## src/rtl/time_keeper.sv

```systemverilog
// time_keeper: time source for the alarm display stage.
//   Divides clock into time units (TICKS_PER_UNIT cycles each) and advances a
//   wrapping current_time (0..MAX_COUNT). Loads current_time or alarm_time from
//   a key handshake after a one-cycle load command, with range check and timeout.
//   Generates a retriggerable show_a strobe of SHOW_CYCLES cycles.
// Ports:
//   clock, reset (sync, active-high)
//   load_time, load_alarm  one-cycle commands selecting the target of the next key
//   key_valid, key_value   key handshake
//   show_alarm_req         one-cycle request to display alarm time
//   current_time, alarm_time, show_a, tick, busy, key_error  registered outputs
module time_keeper #(
  parameter int TICKS_PER_UNIT = 4,
  parameter int MAX_COUNT      = 9,
  parameter int SHOW_CYCLES    = 3,
  parameter int KEY_TIMEOUT    = 8
) (
  input  logic       clock,
  input  logic       reset,
  input  logic       load_time,
  input  logic       load_alarm,
  input  logic       key_valid,
  input  logic [3:0] key_value,
  input  logic       show_alarm_req,
  output logic [3:0] current_time,
  output logic [3:0] alarm_time,
  output logic       show_a,
  output logic       tick,
  output logic       busy,
  output logic       key_error
);

  localparam int PW = $clog2(TICKS_PER_UNIT);
  localparam int TW = (KEY_TIMEOUT > 1) ? $clog2(KEY_TIMEOUT) : 1;
  localparam int SW = $clog2(SHOW_CYCLES + 1);

  localparam logic [PW-1:0] PRE_LAST  = PW'(TICKS_PER_UNIT - 1);
  localparam logic [3:0]    MAX_VAL   = 4'(MAX_COUNT);
  localparam logic [TW-1:0] TO_LAST   = TW'(KEY_TIMEOUT - 1);
  localparam logic [SW-1:0] SHOW_LOAD = SW'(SHOW_CYCLES);

  typedef enum logic [1:0] {IDLE, WAIT_TIME, WAIT_ALARM} state_t;

  state_t        state_q, state_d;
  logic [PW-1:0] pre_q, pre_d;
  logic [TW-1:0] to_q, to_d;
  logic [SW-1:0] show_cnt_q, show_cnt_d;
  logic [3:0]    current_time_q, current_time_d;
  logic [3:0]    alarm_time_q, alarm_time_d;
  logic          show_a_q, show_a_d;
  logic          tick_q, tick_d;
  logic          busy_q, busy_d;
  logic          key_error_q, key_error_d;

  always_comb begin
    state_d        = state_q;
    pre_d          = pre_q;
    to_d           = to_q;
    show_cnt_d     = show_cnt_q;
    current_time_d = current_time_q;
    alarm_time_d   = alarm_time_q;
    tick_d         = 1'b0;
    key_error_d    = 1'b0;

    // Time base is frozen while waiting for a new current_time.
    if (state_q != WAIT_TIME) begin
      if (pre_q == PRE_LAST) begin
        pre_d          = '0;
        tick_d         = 1'b1;
        current_time_d = (current_time_q == MAX_VAL) ? '0 : current_time_q + 4'd1;
      end else begin
        pre_d = pre_q + PW'(1);
      end
    end

    case (state_q)
      IDLE: begin
        to_d = '0;
        if (load_time) begin
          state_d = WAIT_TIME;
        end else if (load_alarm) begin
          state_d = WAIT_ALARM;
        end
      end
      WAIT_TIME, WAIT_ALARM: begin
        // A key on the last timeout cycle takes priority over the timeout.
        if (key_valid) begin
          if (key_value <= MAX_VAL) begin
            if (state_q == WAIT_TIME) begin
              current_time_d = key_value;
              pre_d          = '0;
            end else begin
              alarm_time_d = key_value;
            end
          end else begin
            key_error_d = 1'b1;
          end
          state_d = IDLE;
        end else if (to_q == TO_LAST) begin
          key_error_d = 1'b1;
          state_d     = IDLE;
        end else begin
          to_d = to_q + TW'(1);
        end
      end
      default: state_d = IDLE;
    endcase

    if (show_alarm_req) begin
      show_cnt_d = SHOW_LOAD;
    end else if (show_cnt_q != '0) begin
      show_cnt_d = show_cnt_q - SW'(1);
    end

    show_a_d = (show_cnt_d != '0);
    busy_d   = (state_d != IDLE);
  end

  always_ff @(posedge clock) begin
    if (reset) begin
      state_q        <= IDLE;
      pre_q          <= '0;
      to_q           <= '0;
      show_cnt_q     <= '0;
      current_time_q <= '0;
      alarm_time_q   <= '0;
      show_a_q       <= 1'b0;
      tick_q         <= 1'b0;
      busy_q         <= 1'b0;
      key_error_q    <= 1'b0;
    end else begin
      state_q        <= state_d;
      pre_q          <= pre_d;
      to_q           <= to_d;
      show_cnt_q     <= show_cnt_d;
      current_time_q <= current_time_d;
      alarm_time_q   <= alarm_time_d;
      show_a_q       <= show_a_d;
      tick_q         <= tick_d;
      busy_q         <= busy_d;
      key_error_q    <= key_error_d;
    end
  end

  assign current_time = current_time_q;
  assign alarm_time   = alarm_time_q;
  assign show_a       = show_a_q;
  assign tick         = tick_q;
  assign busy         = busy_q;
  assign key_error    = key_error_q;

endmodule

```

## config.mk

```make
export PLATFORM = sky130hd
export DESIGN_NAME = time_keeper
export DESIGN_NICKNAME = d
export VERILOG_FILES = /design/src/rtl/time_keeper.sv
export SDC_FILE = /design/constraint.sdc
export NUM_CORES = 1
export LEC_CHECK = 0
export BUFFER_PORTS_ARGS = -buffer_cell sky130_fd_sc_hd__clkbuf_2
export CAP_MARGIN = 40
export CELL_PAD_IN_SITES_DETAIL_PLACEMENT = 1
export CELL_PAD_IN_SITES_GLOBAL_PLACEMENT = 2
export CORE_MARGIN = 1.5
export CORE_UTILIZATION = 25
export DETAILED_ROUTE_END_ITERATION = 6
export PLACE_DENSITY = 0.66
export RECOVER_POWER = 25
export SETUP_SLACK_MARGIN = 0.2
export SYNTH_ARGS = -nofsm -noshare
export SYNTH_HDL_FRONTEND = slang
export SYNTH_SLANG_ARGS = --single-unit
```

## constraint.sdc

```tcl
create_clock -name clock -period 1.7 [get_ports clock]
set_input_delay 0.34 -clock clock [delete_from_list [all_inputs] [get_ports clock]]
set_output_delay 0.34 -clock clock [all_outputs]
set_load 0.005 [all_outputs]
```

# [After elaboration in Yosys (flattened, before gate mapping)]
# Cells that the tools add are included.
[word_totals] reg_bits=21 inputBits=10 output_inout_bits=12 wordCells=63
[op_classes] n_addsub=4 magnitude_cmp=1 n_eq_ne=8 muxes=27 bitwise_logic=3 reduce_logical=10
[op_table] operator="4-bit 2-to-1 mux" count=7
[op_table] operator="2-bit 2-to-1 mux" count=12
[op_table] operator="2-bit nonzero test" count=4
[op_table] operator="3-bit 2-to-1 mux" count=2
[op_table] operator="3-bit case mux with 2 select lines" count=1
[op_table] operator="2-bit OR reduction" count=3
[op_table] operator="4-bit by 1-bit adder with 4-bit output, second input constant" count=1
[op_table] operator="2-bit equality test, second input constant" count=2
[op_table] operator="4-bit equality test, second input constant" count=1
[op_table] operator="4-bit <= comparator, second input constant" count=1
[op_table] operator="1-bit 2-to-1 mux" count=4
[op_table] operator="2-bit != test, second input constant" count=2
[op_table] operator="2-bit case mux with 2 select lines" count=1
[op_table] operator="4-bit AND reduction" count=1
[op_table] operator="3-bit by 1-bit adder with 3-bit output, second input constant" count=1
[op_table] operator="3-bit equality test, second input constant" count=1
[op_table] operator="1-bit NOT" count=3
[op_table] operator="3-bit AND reduction" count=1
[op_table] operator="2-bit by 1-bit adder with 2-bit output, second input constant" count=1
[op_table] operator="2-bit by 1-bit equality test with 1-bit output, second input constant" count=1
[op_table] operator="2-bit zero test" count=1
[op_table] operator="2-bit by 1-bit != test with 1-bit output, second input constant" count=1
[op_table] operator="2-bit by 1-bit subtractor with 2-bit output, second input constant" count=1

# [Depth between registers and ports, before layout]
[logic_depth] ltp_word=8 depth_mapped=7 mapped_depth_nobuf=6

# [Worst setup path after synthesis]
# Ideal clock, no wire load.
[synth_path] path_type="register to register" from="register state_q[0]" to="register to_q[0]" t_arrival_ns=1.494 required_ns=1.635 slack_ns=0.141 path_stages_with_launch=6 n_path_buf=0 synth_period_minus_slack_ns=1.559 cell_sequence="dfxtp_1 -> inv_1 -> ha_1 -> nor3b_4 -> mux2_2 -> nor2_1"
[synth_between] elab_chain_len=4
[synth_lines] item="start, declared" line_no="44" text="state_t state_q, state_d;"
[synth_lines] item="start signal, assigned" line_no="132" text="state_q <= state_d;"
[synth_lines] item="2-bit by 1-bit equality test with 1-bit output or 2-bit equality test (tied branches)" line_no="76" text="case (state_q)"
[synth_lines] item="2-bit OR reduction" line_no="76"
[synth_lines] item="2-bit != test (no line) or 2-bit nonzero test (tied branches)"
[synth_lines] item="3-bit AND reduction (no line)"
[synth_lines] item="end signal, assigned" line_no="134" text="to_q <= to_d;"
[synth_lines] item="end, declared" line_no="46" text="logic [TW-1:0] to_q, to_d;"
# Parallel ways exist; a longest one is shown, timed or not.
# A chain may end at the register's enable or synchronous reset.

# [Worst setup path after layout]
[layout_path] from="register state_q[0]" to="register current_time_q[1] (netlist: current_time[1])"
[layout_between] elab_chain_len=6
[layout_lines] item="2-bit by 1-bit != test with 1-bit output" line_no="66" text="if (state_q != WAIT_TIME) begin"
[layout_lines] item="4-bit 2-to-1 mux" line_no="66"
[layout_lines] item="4-bit 2-to-1 mux" line_no="89" text="if (state_q == WAIT_TIME) begin"
[layout_lines] item="4-bit 2-to-1 mux" line_no="88" text="if (key_value <= MAX_VAL) begin"
[layout_lines] item="4-bit 2-to-1 mux" line_no="87" text="if (key_valid) begin"
[layout_lines] item="4-bit 2-to-1 mux (*)" line_no="76"
[layout_lines] item="end signal, assigned" line_no="136" text="current_time_q <= current_time_d;"
[layout_lines] item="end, declared" line_no="48" text="logic [3:0] current_time_q, current_time_d;"
# Mark *: on every way between the ends. The rest lies on a longest branch, timed or not.

==> reports/metrics.csv <==
metric;value;unit
core_area;0.00372;mm²
timing.final.crit_share;0.847;
finalPower;0.00110;W
cp_max_fo;6;
drt_iter0_drc;26;
holdPathStages;3;
max-slew-margin-rel;0.557;
peakVddDrop;0.000236;V
ys.flop_type;dfxtp_1;
drtAntennaViolNets;0;
synth_edf_count;0;
fin_skew;0.00322;ns
crit_path_end_kind;register;
postCtsHoldBufs;0;
crit_type;register to register;
arrival;1.63;ns
seqPwrFrac;0.499;
grt_pass1_wl;4220;µm
power_density;852;mW/mm²
num_antenna_cells;0;
hpwl;1910;µm
clock_sinks;21;
p_int;0.000800;W
dp.cells;186;
yosysTopAreaCell;dfxtp_1;
avgRoutedWirePerCell;12.7;µm
drc_errors;0;
grt_pass1_vias;935;
ys_seq_area_frac;0.426;
max_clock_freq;0.694;GHz
cts_tree;done;
power_switching;0.000296;W
grt_use_total;0.129;
firstDrtPassIters;3;
cts_htree_levels;1;
fillers;464;
grt_overflow;0;
drive_above_1_share;0.290;
fin_cells;193;
ys_ff_latch;21;
clock_latency;0.26;ns
fin_nets;162;
combPwrFrac;0.200;
status;completed;
synthDistinctLibCells;32;
syn-mean-instance-area;8.66;µm²
wl_met3;80;µm
maxSlewViolCount;0;
critPathLaunchType;register;
hold_class;input port to register;
highest_layer;met4;
final_util;0.346;
grt_start_max_net_pins;14;
yosys_warnings;0;
synth.top_cell.area_share;0.426;
hold_violations;0;
num_rows;22;
clk_pin_slew;0.08;ns
rsz0062_at_grt;true;
period_needed;1.44;ns
reg2regPathDepth;5;
cts.path.max_buffers;2;
via_count;914;
synthArstFlopShare;0;
die-height;65.8;µm
fin_hold_ws;0.307;ns
yosys-top-cells-count;dfxtp_1, a21oi_1, nand2_1, nor2_1, o21ai_0;
vias_per_cell;4.74;
power_leakage;0.509;nW
netlist_area;987;µm²
numPortBuffers;21;
root_buffer;clkbuf_8;
required;1.89;ns
dieWidth;65.8;µm
worst_pin_slew;0.665;ns
synth.most_common_cell;dfxtp_1;
syn_nets;130;
die_area;0.00433;mm²
synthCells;114;
wl_met1;1130;µm
ys_top_cells_by_area;dfxtp_1, a21oi_1, ha_1;
antenna_found_initial;0;
switching_share;0.270;
wl_met2;1170;µm
setup_viol;0;
setup_tns;0;ns
power_frac_clock;0.301;
max-cap-violations;0;
ioPinCount;22;
start_util;0.266;
area_delta_synth_final;30.3;%
cts_buffers;3;
postRouteWirelength;2440;µm
gp_congestion;0.701;
## worst max-delay path, stage by stage, from the launching register on
cell,delay (ns)
dfxtp_4,0.36
inv_1,0.07
ha_4,0.30
nand3_2,0.11
or3b_1,0.40
a31oi_1,0.13
## path summary, 6_finish.rpt
check / startpoint / endpoint / slack, ns
setup / recovery: state_q[0] / current_time[1] / 0.26
hold / removal: key_value[0] / alarm_time[0] / 0.31
setup reg to reg: state_q[0] / current_time[1] / 0.26
hold reg to reg: alarm_time[2] / alarm_time[2] / 0.48
## timing repair
item	in CTS	in global routing
resized for setup	2	7
setup buffers	0	3
pin swaps	0	2
endpoints found under the setup margin	2	13
## power by group through the flow
stage / Clock (W) / Sequential [W] / Combinational, W
2_1_floorplan: 0 / 0.000556 / 0.000127
3_3_place_gp: 0 / 0.000558 / 0.000197
3_5_place_dp: 0 / 0.000560 / 0.000204
4_1_cts: 0.000350 / 0.000548 / 0.000207
5_1_grt: 0.000375 / 0.000552 / 0.000247
6_report: 0.000330 / 0.000547 / 0.000219
## cell usage in the layout, fill, tap and decap left out, types with 4 or more instances in the layout
| cell | count |
|---|---|
| nand2_1 | 11 |
| nand3_1 | 5 |
| a21oi_1 | 15 |
| inv_1 | 4 |
| o21ai_0 | 9 |
| buf_4 | 7 |
| dfxtp_1 | 19 |
| clkbuf_2 | 18 |
| clkbuf_1 | 5 |
| nor2_1 | 11 |
## routing by layer
| layer | track usage | up-vias |
|---|---|---|
| met5 | 0 | - |
| met4 | 0.0781 | 0 |
| met3 | 0.0221 | 5 |
| met2 | 0.226 | 15 |
| met1 | 0.146 | 433 |
| li1 | - | 461 |
## cell type report
type	count	area, µm²	share of cell area
well taps	48	60.1	0.0467
repair buffers	30	169	0.131
multi-input cells	85	568	0.442
clock buffers	4	45.0	0.0350
inverters	5	18.8	0.0146
flip-flops and latches	21	425	0.331
## through the flow
step	worst slack [ns]	instance area, µm²
6_report	0.260	1290
5_1_grt	0.189	1290
4_1_cts	0.209	1250
3_5_place_dp	0.131	1200
3_3_place_gp	0.236	1200
2_1_floorplan	0.237	1000
## state kept, by name (all words and copies together), names as in the netlist
name,flops
alarm_time,4
busy,1
current_time,4
key_error,1
pre_q,2
show_a,1
show_cnt_q,2
state_q,2
tick,1
to_q,3
## logic make-up after synthesis
| family | Yosys count | share of synthesized area |
|---|---|---|
| simple gates | 43 | 0.240 |
| compound gates | 33 | 0.194 |
| flops | 21 | 0.426 |
| buf+inv | 8 | 0.0342 |
| fa+ha+maj | 6 | 0.0760 |
| mux | 2 | 0.0215 |
| xor+xnor | 1 | 0.00887 |
Power figures use the tool's default switching activity.
